`src/rtl/fifo_stream_ctrl_if.sv`:
```
// fifo_stream_ctrl_if: host, consumer, FIFO and status signals of the stream controller.
interface fifo_stream_ctrl_if #(
  parameter int WR_BITS = 16,
  parameter int RD_BITS = 24
);
  logic               enable;
  logic               host_valid;
  logic [WR_BITS-1:0] host_data;
  logic               host_ready;
  logic               sample_tick;
  logic [RD_BITS-1:0] sample_out;
  logic               sample_valid;
  logic               fifo_clear;
  logic               fifo_we;
  logic [WR_BITS-1:0] fifo_din;
  logic               fifo_pop;
  logic [RD_BITS-1:0] fifo_dout;
  logic               refill_req;
  logic [15:0]        underrun_count;
  logic [1:0]         state;
  modport slave (
    input  enable, host_valid, host_data, sample_tick, fifo_dout,
    output host_ready, sample_out, sample_valid, fifo_clear, fifo_we, fifo_din,
           fifo_pop, refill_req, underrun_count, state
  );
  modport master (
    output enable, host_valid, host_data, sample_tick, fifo_dout,
    input  host_ready, sample_out, sample_valid, fifo_clear, fifo_we, fifo_din,
           fifo_pop, refill_req, underrun_count, state
  );
endinterface

```
`src/rtl/fifo_stream_ctrl.sv`:
```
// fifo_stream_ctrl: primes a 16-in/24-out sample FIFO from the host and serves paced consumer ticks.
module fifo_stream_ctrl #(
  parameter int BUF_SIZE     = 512,
  parameter int WR_BITS      = 16,
  parameter int RD_BITS      = 24,
  parameter int PRIME_LEVEL  = 384,
  parameter int LW_MARK      = 128,
  parameter bit AUTO_REPRIME = 1'b1
) (
  input logic          clk,
  input logic          reset_n,
  fifo_stream_ctrl_if.slave bus
);
  localparam int LW = $clog2(BUF_SIZE) + 1;
  localparam int W  = LW + 1;
  localparam logic [W-1:0] K_WR    = W'(WR_BITS);
  localparam logic [W-1:0] K_RD    = W'(RD_BITS);
  localparam logic [W-1:0] K_TOP   = W'(BUF_SIZE - WR_BITS);
  localparam logic [W-1:0] K_PRIME = W'(PRIME_LEVEL);
  localparam logic [W-1:0] K_LW    = W'(LW_MARK);
  typedef enum logic [1:0] {IDLE = 2'd0, PRIME = 2'd1, RUN = 2'd2} state_t;
  state_t               r_state, w_state_nx;
  logic [LW-1:0]        r_level;
  logic [2:0]           r_acc, w_acc_nx;
  logic [1:0]           r_cool, w_cool_nx;
  logic                 r_pend, w_pend_nx;
  logic                 r_host_ready, w_host_ready_nx;
  logic [RD_BITS-1:0]   r_sample_out, w_sample_out_nx;
  logic                 r_sample_valid;
  logic                 r_fifo_clear;
  logic                 r_fifo_we;
  logic [WR_BITS-1:0]   r_fifo_din, w_fifo_din_nx;
  logic                 r_fifo_pop;
  logic                 r_refill, w_refill_nx;
  logic [15:0]          r_urun, w_urun_nx;
  logic [W-1:0]         w_lvl, w_lvl_nx, w_recent;
  logic                 w_acc, w_service, w_avail_ok, w_pop, w_under, w_idle_nx;
  // Writes accepted in the last 3 cycles are not yet visible at the FIFO head.
  always_comb begin
    w_lvl           = {1'b0, r_level};
    w_recent        = (W'(r_acc[0]) + W'(r_acc[1]) + W'(r_acc[2])) * K_WR;
    w_avail_ok      = w_lvl >= w_recent + K_RD;
    w_acc           = bus.host_valid && r_host_ready && bus.enable;
    w_service       = bus.enable && r_state == RUN && r_cool == 2'd0 && (bus.sample_tick || r_pend);
    w_pop           = w_service && w_avail_ok;
    w_under         = w_service && !w_avail_ok;
    w_state_nx      = !bus.enable ? IDLE :
                      r_state == IDLE ? PRIME :
                      r_state == PRIME ? (w_lvl >= K_PRIME ? RUN : PRIME) :
                      (w_under && AUTO_REPRIME) ? PRIME : RUN;
    w_idle_nx       = w_state_nx == IDLE;
    w_lvl_nx        = w_idle_nx ? '0 : w_lvl + (w_acc ? K_WR : '0) - (r_fifo_pop ? K_RD : '0);
    w_host_ready_nx = !w_idle_nx && w_lvl_nx <= K_TOP;
    w_refill_nx     = !w_idle_nx && w_lvl_nx < K_LW;
    w_acc_nx        = w_idle_nx ? 3'd0 : {r_acc[1:0], w_acc};
    w_cool_nx       = w_service ? 2'd3 : (r_cool != 2'd0 ? r_cool - 2'd1 : 2'd0);
    w_pend_nx       = bus.enable && r_state == RUN && !w_service && (r_pend || bus.sample_tick);
    w_sample_out_nx = w_pop ? bus.fifo_dout : (w_under ? '0 : r_sample_out);
    w_urun_nx       = (w_under && r_urun != 16'hFFFF) ? r_urun + 16'd1 : r_urun;
    w_fifo_din_nx   = w_acc ? bus.host_data : r_fifo_din;
  end
  always_ff @(posedge clk or negedge reset_n) begin
    if (!reset_n) begin
      r_state        <= IDLE;
      r_level        <= '0;
      r_acc          <= '0;
      r_cool         <= '0;
      r_pend         <= 1'b0;
      r_host_ready   <= 1'b0;
      r_sample_out   <= '0;
      r_sample_valid <= 1'b0;
      r_fifo_clear   <= 1'b1;
      r_fifo_we      <= 1'b0;
      r_fifo_din     <= '0;
      r_fifo_pop     <= 1'b0;
      r_refill       <= 1'b0;
      r_urun         <= '0;
    end else begin
      r_state        <= w_state_nx;
      r_level        <= w_lvl_nx[LW-1:0];
      r_acc          <= w_acc_nx;
      r_cool         <= w_cool_nx;
      r_pend         <= w_pend_nx;
      r_host_ready   <= w_host_ready_nx;
      r_sample_out   <= w_sample_out_nx;
      r_sample_valid <= w_service;
      r_fifo_clear   <= w_idle_nx;
      r_fifo_we      <= w_acc;
      r_fifo_din     <= w_fifo_din_nx;
      r_fifo_pop     <= w_pop;
      r_refill       <= w_refill_nx;
      r_urun         <= w_urun_nx;
    end
  end
  assign bus.state          = r_state;
  assign bus.host_ready     = r_host_ready;
  assign bus.sample_out     = r_sample_out;
  assign bus.sample_valid   = r_sample_valid;
  assign bus.fifo_clear     = r_fifo_clear;
  assign bus.fifo_we        = r_fifo_we;
  assign bus.fifo_din       = r_fifo_din;
  assign bus.fifo_pop       = r_fifo_pop;
  assign bus.refill_req     = r_refill;
  assign bus.underrun_count = r_urun;
endmodule

```
`src/flat_wrapper.sv`:
```
// flat-port wrapper written by rule: the top's interface ports become plain ports
module fifo_stream_ctrl_flat 
#(
  parameter int BUF_SIZE     = 512,
  parameter int WR_BITS      = 16,
  parameter int RD_BITS      = 24,
  parameter int PRIME_LEVEL  = 384,
  parameter int LW_MARK      = 128,
  parameter bit AUTO_REPRIME = 1'b1
)
  (clk, reset_n, bus_enable, bus_host_valid, bus_host_data, bus_sample_tick, bus_fifo_dout, bus_host_ready, bus_sample_out, bus_sample_valid, bus_fifo_clear, bus_fifo_we, bus_fifo_din, bus_fifo_pop, bus_refill_req, bus_underrun_count, bus_state);
  fifo_stream_ctrl_if #(.WR_BITS(WR_BITS), .RD_BITS(RD_BITS)) bus_i ();
  input logic clk;
  input logic reset_n;
  input wire logic [$bits(bus_i.enable)-1:0] bus_enable;
  input wire logic [$bits(bus_i.host_valid)-1:0] bus_host_valid;
  input wire logic [$bits(bus_i.host_data)-1:0] bus_host_data;
  input wire logic [$bits(bus_i.sample_tick)-1:0] bus_sample_tick;
  input wire logic [$bits(bus_i.fifo_dout)-1:0] bus_fifo_dout;
  output wire logic [$bits(bus_i.host_ready)-1:0] bus_host_ready;
  output wire logic [$bits(bus_i.sample_out)-1:0] bus_sample_out;
  output wire logic [$bits(bus_i.sample_valid)-1:0] bus_sample_valid;
  output wire logic [$bits(bus_i.fifo_clear)-1:0] bus_fifo_clear;
  output wire logic [$bits(bus_i.fifo_we)-1:0] bus_fifo_we;
  output wire logic [$bits(bus_i.fifo_din)-1:0] bus_fifo_din;
  output wire logic [$bits(bus_i.fifo_pop)-1:0] bus_fifo_pop;
  output wire logic [$bits(bus_i.refill_req)-1:0] bus_refill_req;
  output wire logic [$bits(bus_i.underrun_count)-1:0] bus_underrun_count;
  output wire logic [$bits(bus_i.state)-1:0] bus_state;
  assign bus_i.enable = bus_enable;
  assign bus_i.host_valid = bus_host_valid;
  assign bus_i.host_data = bus_host_data;
  assign bus_i.sample_tick = bus_sample_tick;
  assign bus_i.fifo_dout = bus_fifo_dout;
  assign bus_host_ready = bus_i.host_ready;
  assign bus_sample_out = bus_i.sample_out;
  assign bus_sample_valid = bus_i.sample_valid;
  assign bus_fifo_clear = bus_i.fifo_clear;
  assign bus_fifo_we = bus_i.fifo_we;
  assign bus_fifo_din = bus_i.fifo_din;
  assign bus_fifo_pop = bus_i.fifo_pop;
  assign bus_refill_req = bus_i.refill_req;
  assign bus_underrun_count = bus_i.underrun_count;
  assign bus_state = bus_i.state;
  fifo_stream_ctrl #(.BUF_SIZE(BUF_SIZE), .WR_BITS(WR_BITS), .RD_BITS(RD_BITS), .PRIME_LEVEL(PRIME_LEVEL), .LW_MARK(LW_MARK), .AUTO_REPRIME(AUTO_REPRIME)) u_core (.clk(clk), .reset_n(reset_n), .bus(bus_i));
endmodule
```
`config.mk`:
```
export PLATFORM = sky130hd
export DESIGN_NAME = fifo_stream_ctrl_flat
export DESIGN_NICKNAME = d
export VERILOG_FILES = /design/src/rtl/fifo_stream_ctrl_if.sv /design/src/rtl/fifo_stream_ctrl.sv /design/src/flat_wrapper.sv
export SDC_FILE = /design/constraint.sdc
export NUM_CORES = 1
export LEC_CHECK = 0
export ABC_AREA = 1
export ABC_CLOCK_PERIOD_IN_PS = 2800
export CELL_PAD_IN_SITES_DETAIL_PLACEMENT = 1
export CELL_PAD_IN_SITES_GLOBAL_PLACEMENT = 1
export CORE_MARGIN = 3
export CORE_UTILIZATION = 25
export CTS_CLUSTER_DIAMETER = 40
export DETAILED_ROUTE_END_ITERATION = 6
export GPL_TIMING_DRIVEN = 0
export PLACE_DENSITY_LB_ADDON = 0.2
export SETUP_SLACK_MARGIN = 0.02
export SYNTH_ARGS = -nofsm -noshare
export SYNTH_HDL_FRONTEND = slang
export SYNTH_SLANG_ARGS = --single-unit
```
`constraint.sdc`:
```
create_clock -name clk -period 2.8 [get_ports clk]
set_clock_uncertainty 0.1 [all_clocks]
set_input_delay 0.42 -clock clk [delete_from_list [all_inputs] [get_ports clk]]
set_output_delay 0.42 -clock clk [all_outputs]
set_load 0.05 [all_outputs]
```
==> insert_results.sql, run 1 <==
INSERT INTO impl_metrics (metric_group, metric, value, unit) VALUES
('die', 'die_y', '132', 'um'),
('worst_setup_path', 'reg2reg_from', 'u_core.r_acc[2]', ''),
('placement', 'placement_cell_area', '5310', 'um2'),
('cells_and_area', 'layout.core_utilization', '0.387', ''),
('yosys', 'synth_compound_area_frac', '0.103', ''),
('yosys', 'number_of_nets_in_the_synthesized_netlist', '503', ''),
('yosys', 'netlist_instances', '434', ''),
('flow_run', 'drv_cap', '0', ''),
('yosys', 'seq_area_frac_synth', '0.508', ''),
('power', 'worst_ir_drop_vdd', '0.000670', 'V'),
('drt', 'num_vias', '3408', ''),
('sta', 'fin_tns_setup', '-0.0344', 'ns'),
('worst_setup_path', 'crit_required', '2.92', 'ns'),
('sta', 'timing.final.ws_setup', '-0.0210', 'ns'),
('cells_and_area', 'layout-drive-gt1-share', '0.152', ''),
('power', 'cellLeakagePower', '2.78', 'nW'),
('worst_setup_path', 'worst_setup_path_end_kind', 'flip-flop', ''),
('worst_setup_path', 'worstPathMaxFanout', '5', ''),
('power', 'share_clk_of_total_power', '0.179', ''),
('power', 'sequentialPowerShare', '0.287', ''),
('clock_network', 'max-clock-path-buffers', '2', ''),
('drt', 'viasPerCell', '4.34', ''),
('yosys', 'synth.area.mux_share', '0', ''),
('clock_network', 'clock_tree.htree_level_count', '3', ''),
('global_routing', 'antenna_found_initial', '0', ''),
('yosys', 'syn_avg_cell_area', '9.08', 'um2'),
('global_routing', 'global_route_wire_length_before_repair', '18900', 'um'),
('outcome', 'outcome', 'finished with violations', ''),
('power', 'swShare', '0.463', ''),
('placement', 'finalWeightedCongestion', '0.755', ''),
('yosys', 'dominant_combinational_cell_family_by_area_after_synthesis', 'simple AND/OR/NAND/NOR gates', ''),
('drt', 'detailed_routing_iterations_pass_1', '4', ''),
('hold_path', 'worstHoldPathType', 'input port to flip-flop', ''),
('worst_setup_path', 'cp_data_arrival_time', '2.94', 'ns'),
('sta', 'slew-limit-headroom', '0.629', ''),
('yosys', 'yosysWarningCount', '0', ''),
('yosys', 'yosys_register_bits', '80', ''),
('yosys', 'ys_types', '34', ''),
('worst_setup_path', 'rr_worst_depth', '15', ''),
('worst_setup_path', 'timing.critical_path.from', 'u_core.r_acc[2]', ''),
('sta', 'max_freq', '354', 'MHz'),
('yosys', 'post_synth_and_or_nand_nor_area_fraction', '0.201', ''),
('power', 'p_total', '6.07', 'mW'),
('yosys', 'synth_xor_area_frac', '0.0311', ''),
('yosys', 'postSynth.topFlopCell', 'sky130_fd_sc_hd__dfrtp_1', ''),
('die', 'num_rows', '45', ''),
('placement', 'place_inst', '753', ''),
('sta', 'finalMaxSlewViolations', '0', ''),
('clock_network', 'clock-root-buffer', 'sky130_fd_sc_hd__clkbuf_16', ''),
('clock_network', 'cts.reportedPaths.clkPinSlew', '0.06', 'ns'),
('power', 'logic_gate_share_of_total_power', '0.534', ''),
('hold_path', 'min-delay-start', 'bus_enable', ''),
('sta', 'fin_crit_sh', '1.01', ''),
('hold_path', 'timing.hold.worst_endpoint', 'u_core.r_level[0]', ''),
('sta', 'report.final.setup_viol', '5', ''),
('outcome', 'violations', 'setup timing', ''),
('clock_network', 'worst_skew_pair.late_latency', '0.34', 'ns'),
('placement', 'buffer_ports.inserted', '107', ''),
('power', 'power.density', '1030', 'nW/um2'),
('die', 'die_width', '132', 'um'),
('yosys', 'async_flop_share', '1.00', ''),
('yosys', 'synth-edff-count', '0', ''),
('yosys', 'yosys.area_share.adder', '0.0819', ''),
('sta', 'grt_setup_unrepaired', 'yes', ''),
('cells_and_area', 'final_design_instance_area_without_fill', '5920', 'um2'),
('worst_setup_path', 'r2r-end', 'u_core.bus.underrun_count[12]', ''),
('cells_and_area', 'finish.net_count', '638', ''),
('drt', 'drt.antenna.violating_nets', '0', ''),
('sta', 'finalCriticalPeriod', '2.82', 'ns'),
('drt', 'number_of_design_rule_violations_left_after_detail_routing', '0', ''),
('clock_network', 'cts_buffers', '9', '');
[power by group through the flow]
stage | clock (mW) | sequential, mW | combinational, mW
after floorplan | 0 | 2.76 | 0.994
after global placement | 0 | 1.74 | 3.02
after detailed placement | 0 | 1.76 | 3.05
after CTS | 1.14 | 1.75 | 3.19
after global routing | 1.20 | 1.79 | 3.52
final | 1.09 | 1.74 | 3.24
[cells in the final DEF (no fill, tap or decap), types with 2 or more instances in the layout]
cell type / n
sky130_fd_sc_hd__nor4_1: 2
sky130_fd_sc_hd__dfrtp_1: 78
sky130_fd_sc_hd__nor3_2: 3
sky130_fd_sc_hd__a22o_1: 24
sky130_fd_sc_hd__nand2_1: 101
sky130_fd_sc_hd__clkbuf_16: 10
sky130_fd_sc_hd__nor2_1: 18
sky130_fd_sc_hd__buf_16: 2
sky130_fd_sc_hd__o21ai_1: 7
sky130_fd_sc_hd__a21oi_1: 9
sky130_fd_sc_hd__o21ai_2: 5
sky130_fd_sc_hd__xor2_1: 11
sky130_fd_sc_hd__nand3_1: 24
sky130_fd_sc_hd__fa_1: 2
sky130_fd_sc_hd__buf_6: 6
sky130_fd_sc_hd__clkbuf_1: 5
sky130_fd_sc_hd__a21oi_2: 4
sky130_fd_sc_hd__nand2_2: 10
sky130_fd_sc_hd__o21ai_0: 6
sky130_fd_sc_hd__nand2_4: 2
sky130_fd_sc_hd__nor3_1: 9
sky130_fd_sc_hd__nand4_1: 3
sky130_fd_sc_hd__buf_4: 11
sky130_fd_sc_hd__clkdlybuf4s50_1: 105
sky130_fd_sc_hd__xnor2_1: 3
sky130_fd_sc_hd__ha_1: 19
sky130_fd_sc_hd__nor2_2: 4
sky130_fd_sc_hd__inv_1: 53
sky130_fd_sc_hd__ha_4: 2
sky130_fd_sc_hd__nand3_2: 4
sky130_fd_sc_hd__clkinv_2: 3
sky130_fd_sc_hd__buf_8: 2
sky130_fd_sc_hd__inv_2: 7
[metal layers]
metal  GRT usage  part of all wire  vias to the layer above
li1            -                 -                     1674
met1       0.162              0.45                     1644
met5           0                 0                        -
met3      0.0647             0.079                       10
met4      0.0315             0.010                        0
met2       0.217              0.47                       80
[cell families after synthesis]
logic type                 Yosys count
DFF                                 80
AOI/OAI and AO/OA                   59
and+or+nand+nor                    184
buffers and inverters               73
xor gates and xnor gates            14
adders and majority gates           24
[worst max path at each step]
stage | end | slack (ns) | cells after the start
after CTS | u_core.bus.underrun_count[6] | -0.05 | 13
after floorplan | u_core.bus.underrun_count[12] | 0.02 | 14
after global placement | u_core.bus.host_ready | -2.27 | 1
final | u_core.bus.underrun_count[12] | -0.02 | 15
after global routing | u_core.bus.underrun_count[12] | -0.20 | 15
after detailed placement | u_core.bus.host_ready | -0.78 | 16
[synth_stat cells, types with 10 or more instances]
master                    number  area [um2]
sky130_fd_sc_hd__inv_1        59         221
sky130_fd_sc_hd__a21oi_1      13        65.1
sky130_fd_sc_hd__nand3_1      27         135
sky130_fd_sc_hd__nand2_1     110         413
sky130_fd_sc_hd__ha_1         21         263
sky130_fd_sc_hd__o21ai_0      10        50.1
sky130_fd_sc_hd__xor2_1       11        96.3
sky130_fd_sc_hd__nor2_1       23        86.3
sky130_fd_sc_hd__a22o_1       24         210
sky130_fd_sc_hd__nor3_1       10        50.1
sky130_fd_sc_hd__dfrtp_1      79        1980
[flip-flops by register name (all words and copies together), names as in the netlist]
register	flops
u_core.bus.sample_out	24
u_core.bus.fifo_din	16
u_core.bus.underrun_count	16
u_core.r_level	10
u_core.r_acc	3
u_core.bus.state	2
u_core.r_cool	2
u_core.bus.fifo_clear	1
u_core.bus.fifo_pop	1
u_core.bus.fifo_we	1
u_core.bus.host_ready	1
u_core.bus.refill_req	1
u_core.bus.sample_valid	1
u_core.r_pend	1
[final cells by class]
type                    count  area, um2  area share
clock buffers              11        243      0.0410
multi-input cells         281       1780       0.301
repair buffers            124       1250       0.211
flip-flops and latches     80       2000       0.338
clock inverters             5       31.3     0.00528
plain buffers              10       97.6      0.0165
well taps                 211        264      0.0446
inverters                  63        249      0.0420
[worst max-delay path, cell delays in order (launching register included)]
cell and delay [ns]:
sky130_fd_sc_hd__dfrtp_1 0.36, sky130_fd_sc_hd__inv_2 0.05, sky130_fd_sc_hd__fa_1 0.55, sky130_fd_sc_hd__inv_2 0.05, sky130_fd_sc_hd__fa_2 0.53, sky130_fd_sc_hd__inv_2 0.04, sky130_fd_sc_hd__ha_4 0.15, sky130_fd_sc_hd__a211oi_4 0.20
sky130_fd_sc_hd__o21ai_2 0.12, sky130_fd_sc_hd__nor2_4 0.12, sky130_fd_sc_hd__nand2_4 0.10, sky130_fd_sc_hd__inv_8 0.09, sky130_fd_sc_hd__buf_6 0.09, sky130_fd_sc_hd__nand2_2 0.03, sky130_fd_sc_hd__nand2_1 0.06, sky130_fd_sc_hd__nand2_1 0.05
[what timing repair did]
action,4_1_cts,5_1_grt
buffers inserted,9,5
gates resized for setup,37,24
hold buffers,1,0
cloned,1,0
setup endpoints to repair,49,45
hold endpoints to repair,15,0
pin swaps,9,10
Note: power is estimated with default switching activity, not from simulation.
==> inputs of run 2 (changes only) <==
--- a/config.mk
+++ b/config.mk
@@ -9,7 +9,6 @@
 export ABC_CLOCK_PERIOD_IN_PS = 2800
 export CELL_PAD_IN_SITES_DETAIL_PLACEMENT = 1
 export CELL_PAD_IN_SITES_GLOBAL_PLACEMENT = 1
-export CORE_MARGIN = 3
 export CORE_UTILIZATION = 25
 export CTS_CLUSTER_DIAMETER = 40
 export DETAILED_ROUTE_END_ITERATION = 6
==> insert_results.sql, run 2 (synthesized netlist as in run 1, its figures left out) <==
INSERT INTO impl_metrics (metric_group, metric, value, unit) VALUES
('power', 'p_total', '6.30', 'mW'),
('worst_setup_path', 'worstPathMaxFanout', '5', ''),
('worst_setup_path', 'worstPathBufferInverterCount', '5', ''),
('drt', 'number_of_design_rule_violations_left_after_detail_routing', '0', ''),
('drt', 'detail_route.wirelength', '11200', 'um'),
('drt', 'wl_per_cell', '14.2', 'um'),
('cells_and_area', 'finish.net_count', '637', ''),
('die', 'die_width', '128', 'um'),
('global_routing', 'grtUsageTotal', '0.148', ''),
('worst_setup_path', 'rr_worst_depth', '15', ''),
('sta', 'report.final.hold_viol_count', '0', ''),
('worst_setup_path', 'cpMaxStageDelayCell', 'sky130_fd_sc_hd__fa_1', ''),
('sta', 'slew-limit-headroom', '0.595', ''),
('sta', 'fin_crit_sh', '1.01', ''),
('worst_setup_path', 'worst_path_dominant_cell_family', 'adder cells', ''),
('drt', 'num_vias', '3425', ''),
('worst_setup_path', 'cp_num_cells', '15', ''),
('sta', 'grt_setup_unrepaired', 'yes', ''),
('drt', 'viasPerCell', '4.36', ''),
('clock_network', 'max-clock-path-buffers', '2', ''),
('sta', 'worst_hold_slack', '0.346', 'ns'),
('sta', 'max_freq', '355', 'MHz'),
('cells_and_area', 'mostFrequentLayoutCells', 'sky130_fd_sc_hd__clkdlybuf4s50_1, sky130_fd_sc_hd__nand2_1, sky130_fd_sc_hd__dfrtp_1', ''),
('die', 'num_rows', '45', ''),
('worst_setup_path', 'worstPathCellList', 'inv_2 > fa_1 > inv_2 > fa_2 > inv_2 > ha_4 > a211oi_4 > o21ai_4 > nor2_4 > nand2_4 > inv_8 > buf_6 > nand2_2 > nand2_1 > nand2_1', ''),
('sta', 'timing.final.ws_setup', '-0.0167', 'ns'),
('outcome', 'outcome', 'finished with violations', ''),
('worst_setup_path', 'worst_setup_path_end_kind', 'flip-flop', ''),
('hold_path', 'worstHoldPathCells', '3', ''),
('drt', 'drt.antenna.violating_nets', '0', ''),
('hold_path', 'worstHoldPathType', 'input port to flip-flop', ''),
('power', 'cellLeakagePower', '2.82', 'nW'),
('clock_network', 'cts_tree', 'yes', ''),
('power', 'worst_ir_drop_vdd', '0.000499', 'V'),
('global_routing', 'first_global_vias', '3703', ''),
('cells_and_area', 'syn_to_final_growth', '52.1', '%'),
('placement', 'buffer_ports.inserted', '107', ''),
('die', 'io_pins', '109', ''),
('worst_setup_path', 'crit_required', '2.92', 'ns'),
('cells_and_area', 'layout-drive-gt1-share', '0.159', ''),
('worst_setup_path', 'timing.setup.critical_path_class', 'flip-flop to flip-flop', ''),
('global_routing', 'grt-ovfl-total', '0', ''),
('die', 'start_util', '0.257', ''),
('flow_run', 'drv_cap', '0', ''),
('worst_setup_path', 'worst_setup_path_start_kind', 'flip-flop', ''),
('clock_network', 'clock_sink_total', '80', ''),
('sta', 'finalCriticalPeriod', '2.82', 'ns'),
('die', 'die_y', '128', 'um'),
('drt', 'number_of_drc_markers_in_iteration_0', '96', ''),
('cells_and_area', 'commonest_non_fill_non_tap_cell_in_the_layout', 'sky130_fd_sc_hd__clkdlybuf4s50_1', ''),
('placement', 'finalWeightedCongestion', '0.752', ''),
('clock_network', 'clock-root-buffer', 'sky130_fd_sc_hd__clkbuf_16', ''),
('power', 'power.density', '1050', 'nW/um2'),
('die', 'die_area', '16300', 'um2'),
('cells_and_area', 'num-fill-cells', '1781', ''),
('cells_and_area', 'largest_register_ff_count', '24', ''),
('sta', 'timing_worst_slew_pin_value', '0.608', 'ns'),
('worst_setup_path', 'cell_repeated_most_along_the_worst_path', 'sky130_fd_sc_hd__inv_2', ''),
('die', 'core_area', '15300', 'um2'),
('worst_setup_path', 'cp_data_arrival_time', '2.94', 'ns'),
('drt', 'detailed_routing_iterations_pass_1', '4', ''),
('placement', 'hpwl_after_detailed_placement', '8260', 'um'),
('clock_network', 'cts_buffers', '9', ''),
('outcome', 'violations', 'setup timing', ''),
('global_routing', 'antenna_found_initial', '1', ''),
('global_routing', 'grt_start_max_net_pins', '67', ''),
('global_routing', 'global_route_wire_length_before_repair', '18800', 'um'),
('clock_network', 'clock_tree.htree_level_count', '3', ''),
('clock_network', 'worst_skew_pair.late_latency', '0.33', 'ns'),
('worst_setup_path', 'critPathMaxStageDelay', '0.52', 'ns'),
('sta', 'finalMaxSlewViolations', '0', ''),
('clock_network', 'cts.reportedPaths.clkPinSlew', '0.06', 'ns'),
('sta', 'report.final.setup_viol', '1', '');
run 2: cell count changes in the layout (fill, tap and decap cells not counted), moves of 2 or more:
cell	delta
sky130_fd_sc_hd__bufinv_16	+2
sky130_fd_sc_hd__nand2_1	-3
sky130_fd_sc_hd__nand2_4	+2
sky130_fd_sc_hd__nor2_4	+2
sky130_fd_sc_hd__o21ai_0	+2
sky130_fd_sc_hd__o21ai_1	-2
run 2: layer usage:
metal | share of wire | GRT usage
met5 | 0 | 0
met4 | 0.0089 | 0.0392
met3 | 0.075 | 0.0557
met2 | 0.48 | 0.248
met1 | 0.43 | 0.178
run 2: stage by stage:
stage / cell area, um2 / worst slack, ns / utilization / std cells / TNS, ns
2_1_floorplan: 3950 / 0.0200 / - / 434 / 0
4_1_cts: 5850 / -0.0321 / 0.382 / 780 / -0.0438
6_report: 5990 / -0.0167 / 0.391 / 785 / -0.0167
5_1_grt: 5990 / -0.152 / 0.391 / 785 / -3.53
3_5_place_dp: 5310 / -0.824 / 0.347 / 753 / -13.11
3_3_place_gp: 5290 / -2.23 / 0.345 / 752 / -162.42
run 2: path summary, 6_finish.rpt:
check | startpoint | end | slack (ns)
min | bus_enable | u_core.r_level[5] | 0.35
max | u_core.r_acc[1] | u_core.bus.underrun_count[12] | -0.02
min reg2reg | u_core.r_cool[0] | u_core.r_cool[0] | 0.37
max in group asynchronous | reset_n | u_core.bus.host_ready | 1.58
max reg2reg | u_core.r_acc[1] | u_core.bus.underrun_count[12] | -0.02
min in group asynchronous | reset_n | u_core.bus.underrun_count[13] | 0.40
run 2: timing repair:
item                       in CTS  in global routing
setup buffers                   9                  4
gates resized for setup        35                 31
hold buffers                    1                  0
pin swaps                       9                  7
setup endpoints to repair      49                 44
gates cloned                    1                  0
hold endpoints to repair       13                  0
run 2: power breakdown:
group	leakage [nW]	internal (mW)	switching (mW)	total [mW]
Clock	0.160	0.806	0.470	1.28
Sequential	1.03	1.50	0.235	1.73
Combinational	1.63	1.15	2.14	3.29
Total	2.82	3.46	2.84	6.30
run 2: cell type report:
cell class                      instances  area, um2  share of cell area
Clock inverter                          5       78.8              0.0131
Tap cell                              211        264              0.0440
Buffer                                 10       93.8              0.0157
Multi-Input combinational cell        281       1830               0.305
Antenna cell                            1       2.50            0.000417
Clock buffer                           11        243              0.0405
Inverter                               63        245              0.0409
Sequential cell                        80       2000               0.334
Timing Repair Buffer                  123       1240               0.206
run 2: worst min-delay path: cells and delay by family:
kind	cells	cell delay [ns]
buffers and inverters	1	0.17
AND/OR/NAND/NOR	2	0.14
==> inputs of run 3 (changes only) <==
--- a/config.mk
+++ b/config.mk
@@ -6,7 +6,7 @@
 export NUM_CORES = 1
 export LEC_CHECK = 0
 export ABC_AREA = 1
-export ABC_CLOCK_PERIOD_IN_PS = 2800
+export ABC_CLOCK_PERIOD_IN_PS = 2810
 export CELL_PAD_IN_SITES_DETAIL_PLACEMENT = 1
 export CELL_PAD_IN_SITES_GLOBAL_PLACEMENT = 1
 export CORE_UTILIZATION = 25
==> constraint.sdc (replaced) <==
create_clock -name clk -period 2.81 [get_ports clk]
set_clock_uncertainty 0.1 [all_clocks]
set_input_delay 0.4215 -clock clk [delete_from_list [all_inputs] [get_ports clk]]
set_output_delay 0.4215 -clock clk [all_outputs]
set_load 0.05 [all_outputs]
==> insert_results.sql, run 3 (synthesized netlist as in run 1, its figures left out) <==
INSERT INTO impl_metrics (metric_group, metric, value, unit) VALUES
('sta', 'max_freq', '361', 'MHz'),
('global_routing', 'grt-ovfl-total', '0', ''),
('die', 'start_util', '0.257', ''),
('worst_setup_path', 'timing.setup.critical_path_class', 'flip-flop to flip-flop', ''),
('die', 'io_pins', '109', ''),
('worst_setup_path', 'reg2reg_from', 'u_core.r_acc[2]', ''),
('flow_run', 'drv_cap', '0', ''),
('sta', 'timing_worst_slew_pin_value', '0.588', 'ns'),
('power', 'p_total', '6.10', 'mW'),
('outcome', 'outcome', 'finished, final reports clean', ''),
('drt', 'num_vias', '3398', ''),
('clock_network', 'clock_sink_total', '80', ''),
('worst_setup_path', 'cell_repeated_most_along_the_worst_path', 'sky130_fd_sc_hd__inv_2', ''),
('power', 'power.density', '1020', 'nW/um2'),
('worst_setup_path', 'cpMaxStageDelayCell', 'sky130_fd_sc_hd__fa_1', ''),
('cells_and_area', 'commonest_non_fill_non_tap_cell_in_the_layout', 'sky130_fd_sc_hd__clkdlybuf4s50_1', ''),
('global_routing', 'grtUsageMet1', '0.186', ''),
('drt', 'detail_route.wirelength', '11200', 'um'),
('die', 'die_y', '128', 'um'),
('clock_network', 'cts_tree', 'yes', ''),
('placement', 'buffer_ports.inserted', '107', ''),
('hold_path', 'timing.hold.worst_endpoint', 'u_core.r_level[0]', ''),
('die', 'core_area', '15300', 'um2'),
('worst_setup_path', 'critPathMaxStageDelay', '0.54', 'ns'),
('sta', 'slew-limit-headroom', '0.608', ''),
('global_routing', 'grtUsageTotal', '0.150', ''),
('drt', 'number_of_drc_markers_in_iteration_0', '126', ''),
('clock_network', 'worst_skew_pair.late_latency', '0.34', 'ns'),
('hold_path', 'worstHoldPathCells', '3', ''),
('worst_setup_path', 'worst_setup_path_end_kind', 'flip-flop', ''),
('cells_and_area', 'layout-drive-gt1-share', '0.173', ''),
('clock_network', 'clock-root-buffer', 'sky130_fd_sc_hd__clkbuf_16', ''),
('sta', 'report.final.hold_viol_count', '0', ''),
('cells_and_area', 'largest_register_ff_count', '24', ''),
('worst_setup_path', 'worstPathBufferInverterCount', '5', ''),
('worst_setup_path', 'setup.reg_to_reg.worst_slack', '0.04', 'ns'),
('placement', 'finalWeightedCongestion', '0.749', ''),
('clock_network', 'cts_buffers', '9', ''),
('sta', 'fin_crit_sh', '0.985', ''),
('hold_path', 'worstHoldPathType', 'input port to flip-flop', ''),
('hold_path', 'min-delay-start', 'bus_enable', ''),
('die', 'die_width', '128', 'um'),
('drt', 'drt.antenna.violating_nets', '0', ''),
('placement', 'hpwl_after_detailed_placement', '8290', 'um'),
('worst_setup_path', 'r2r-end', 'u_core.bus.underrun_count[4]', ''),
('worst_setup_path', 'worst_path_dominant_cell_family', 'adder cells', ''),
('worst_setup_path', 'worstPathCellList', 'inv_2 > fa_1 > inv_2 > fa_2 > inv_2 > ha_4 > a211oi_2 > o21ai_2 > nor2_4 > nand2_4 > inv_8 > buf_8 > nand2_1 > o21ai_1', ''),
('cells_and_area', 'finish.net_count', '636', ''),
('cells_and_area', 'antennaDiodeCount', '0', ''),
('sta', 'report.final.setup_viol', '0', ''),
('cells_and_area', 'layout.core_utilization', '0.390', ''),
('clock_network', 'max-clock-path-buffers', '2', ''),
('clock_network', 'cts.reportedPaths.clkPinSlew', '0.06', 'ns'),
('power', 'cellLeakagePower', '2.80', 'nW'),
('die', 'die_area', '16300', 'um2'),
('cells_and_area', 'mostFrequentLayoutCells', 'sky130_fd_sc_hd__clkdlybuf4s50_1, sky130_fd_sc_hd__nand2_1, sky130_fd_sc_hd__dfrtp_1', ''),
('worst_setup_path', 'worstPathMaxFanout', '5', ''),
('drt', 'number_of_design_rule_violations_left_after_detail_routing', '0', ''),
('power', 'worst_ir_drop_vdd', '0.000496', 'V'),
('global_routing', 'global_route_wire_length_before_repair', '19000', 'um'),
('sta', 'finalMaxSlewViolations', '0', ''),
('worst_setup_path', 'worst_setup_path_start_kind', 'flip-flop', ''),
('sta', 'worst_hold_slack', '0.346', 'ns'),
('sta', 'grt_setup_unrepaired', 'yes', ''),
('global_routing', 'global_route.usage.met3', '0.0549', ''),
('worst_setup_path', 'crit_required', '2.98', 'ns'),
('clock_network', 'clock_tree.htree_level_count', '3', ''),
('sta', 'finalCriticalPeriod', '2.77', 'ns'),
('drt', 'viasPerCell', '4.34', ''),
('global_routing', 'first_global_vias', '3711', ''),
('die', 'num_rows', '45', ''),
('cells_and_area', 'syn_to_final_growth', '51.5', '%'),
('global_routing', 'grt-busiest-layer', 'met2', ''),
('global_routing', 'antenna_found_initial', '1', ''),
('drt', 'wl_per_cell', '14.3', 'um'),
('global_routing', 'grt_util_met2', '0.240', ''),
('global_routing', 'grt_start_max_net_pins', '67', ''),
('worst_setup_path', 'cp_num_cells', '14', ''),
('drt', 'detailed_routing_iterations_pass_1', '4', ''),
('worst_setup_path', 'cp_data_arrival_time', '2.94', 'ns'),
('worst_setup_path', 'rr_worst_depth', '14', '');
-- run 3: cell count changes in the layout (fill, tap and decap cells not counted), moves of 2 or more --
| cell | delta |
|---|---|
| sky130_fd_sc_hd__nand2_1 | -3 |
| sky130_fd_sc_hd__nand2_2 | +3 |
| sky130_fd_sc_hd__nand3_1 | -3 |
| sky130_fd_sc_hd__nand3_2 | +3 |
| sky130_fd_sc_hd__buf_6 | -2 |
| sky130_fd_sc_hd__buf_8 | +2 |
| sky130_fd_sc_hd__bufinv_16 | -2 |
| sky130_fd_sc_hd__inv_1 | -2 |
| sky130_fd_sc_hd__inv_2 | +2 |
| sky130_fd_sc_hd__o21ai_1 | -2 |
| sky130_fd_sc_hd__o21ai_2 | +2 |
-- run 3: worst max-delay path by stage --
stage,slack [ns],from,to
2_1_floorplan,0.03,bus_enable,u_core.bus.host_ready
3_3_place_gp,-2.23,reset_n,u_core.bus.host_ready
3_5_place_dp,-0.84,bus_host_valid,u_core.bus.host_ready
4_1_cts,-0.004,u_core.r_acc[2],u_core.bus.underrun_count[3]
5_1_grt,-0.12,u_core.r_acc[2],u_core.bus.underrun_count[4]
6_report,0.04,u_core.r_acc[2],u_core.bus.underrun_count[4]
-- run 3: layout make-up --
type | instances | area, um2
Buffer | 10 | 97.6
Timing Repair Buffer | 122 | 1230
Clock buffer | 11 | 253
Clock inverter | 5 | 31.3
Inverter | 63 | 246
Fill cell | 1758 | 9350
Multi-Input combinational cell | 281 | 1840
Tap cell | 211 | 264
Sequential cell | 80 | 2000
-- run 3: per-layer routing --
metal	part of all wire	vias up
met4	0.012	2
met2	0.47	76
met3	0.066	9
met5	0.0012	-
li1	-	1667
met1	0.45	1644
-- run 3: stage by stage --
stage | setup WS [ns] | TNS (ns) | instances | area (um2)
after floorplan | 0.0252 | 0 | 434 | 3950
after global placement | -2.23 | -161.49 | 752 | 5280
after detailed placement | -0.836 | -12.02 | 753 | 5310
after CTS | -0.00370 | -0.00370 | 779 | 5820
after global routing | -0.118 | -1.79 | 783 | 5970
final | 0.0424 | 0 | 783 | 5970
-- run 3: power breakdown --
| group | total, mW | leakage [nW] | switching [mW] | internal [mW] |
|---|---|---|---|---|
| logic | 3.24 | 1.63 | 2.11 | 1.13 |
| registers | 1.74 | 1.03 | 0.247 | 1.50 |
| clock network | 1.12 | 0.141 | 0.478 | 0.643 |
| total | 6.10 | 2.80 | 2.83 | 3.27 |
-- run 3: worst register-to-register path: cells and delay by family (launching register included) --
family	cells	cell delay (ns)
fa+ha+maj	3	1.20
simple gates	3	0.30
flops	1	0.37
buf+inv	5	0.37
compound gates	3	0.36
-- run 3: what timing repair did --
action / 4_1_cts / 5_1_grt
hold buffers: 1 / 0
endpoints found under the hold margin: 13 / 0
gates cloned: 1 / 0
endpoints found under the setup margin: 49 / 44
resized for setup: 40 / 35
buffers inserted: 8 / 4
pin swaps: 7 / 5
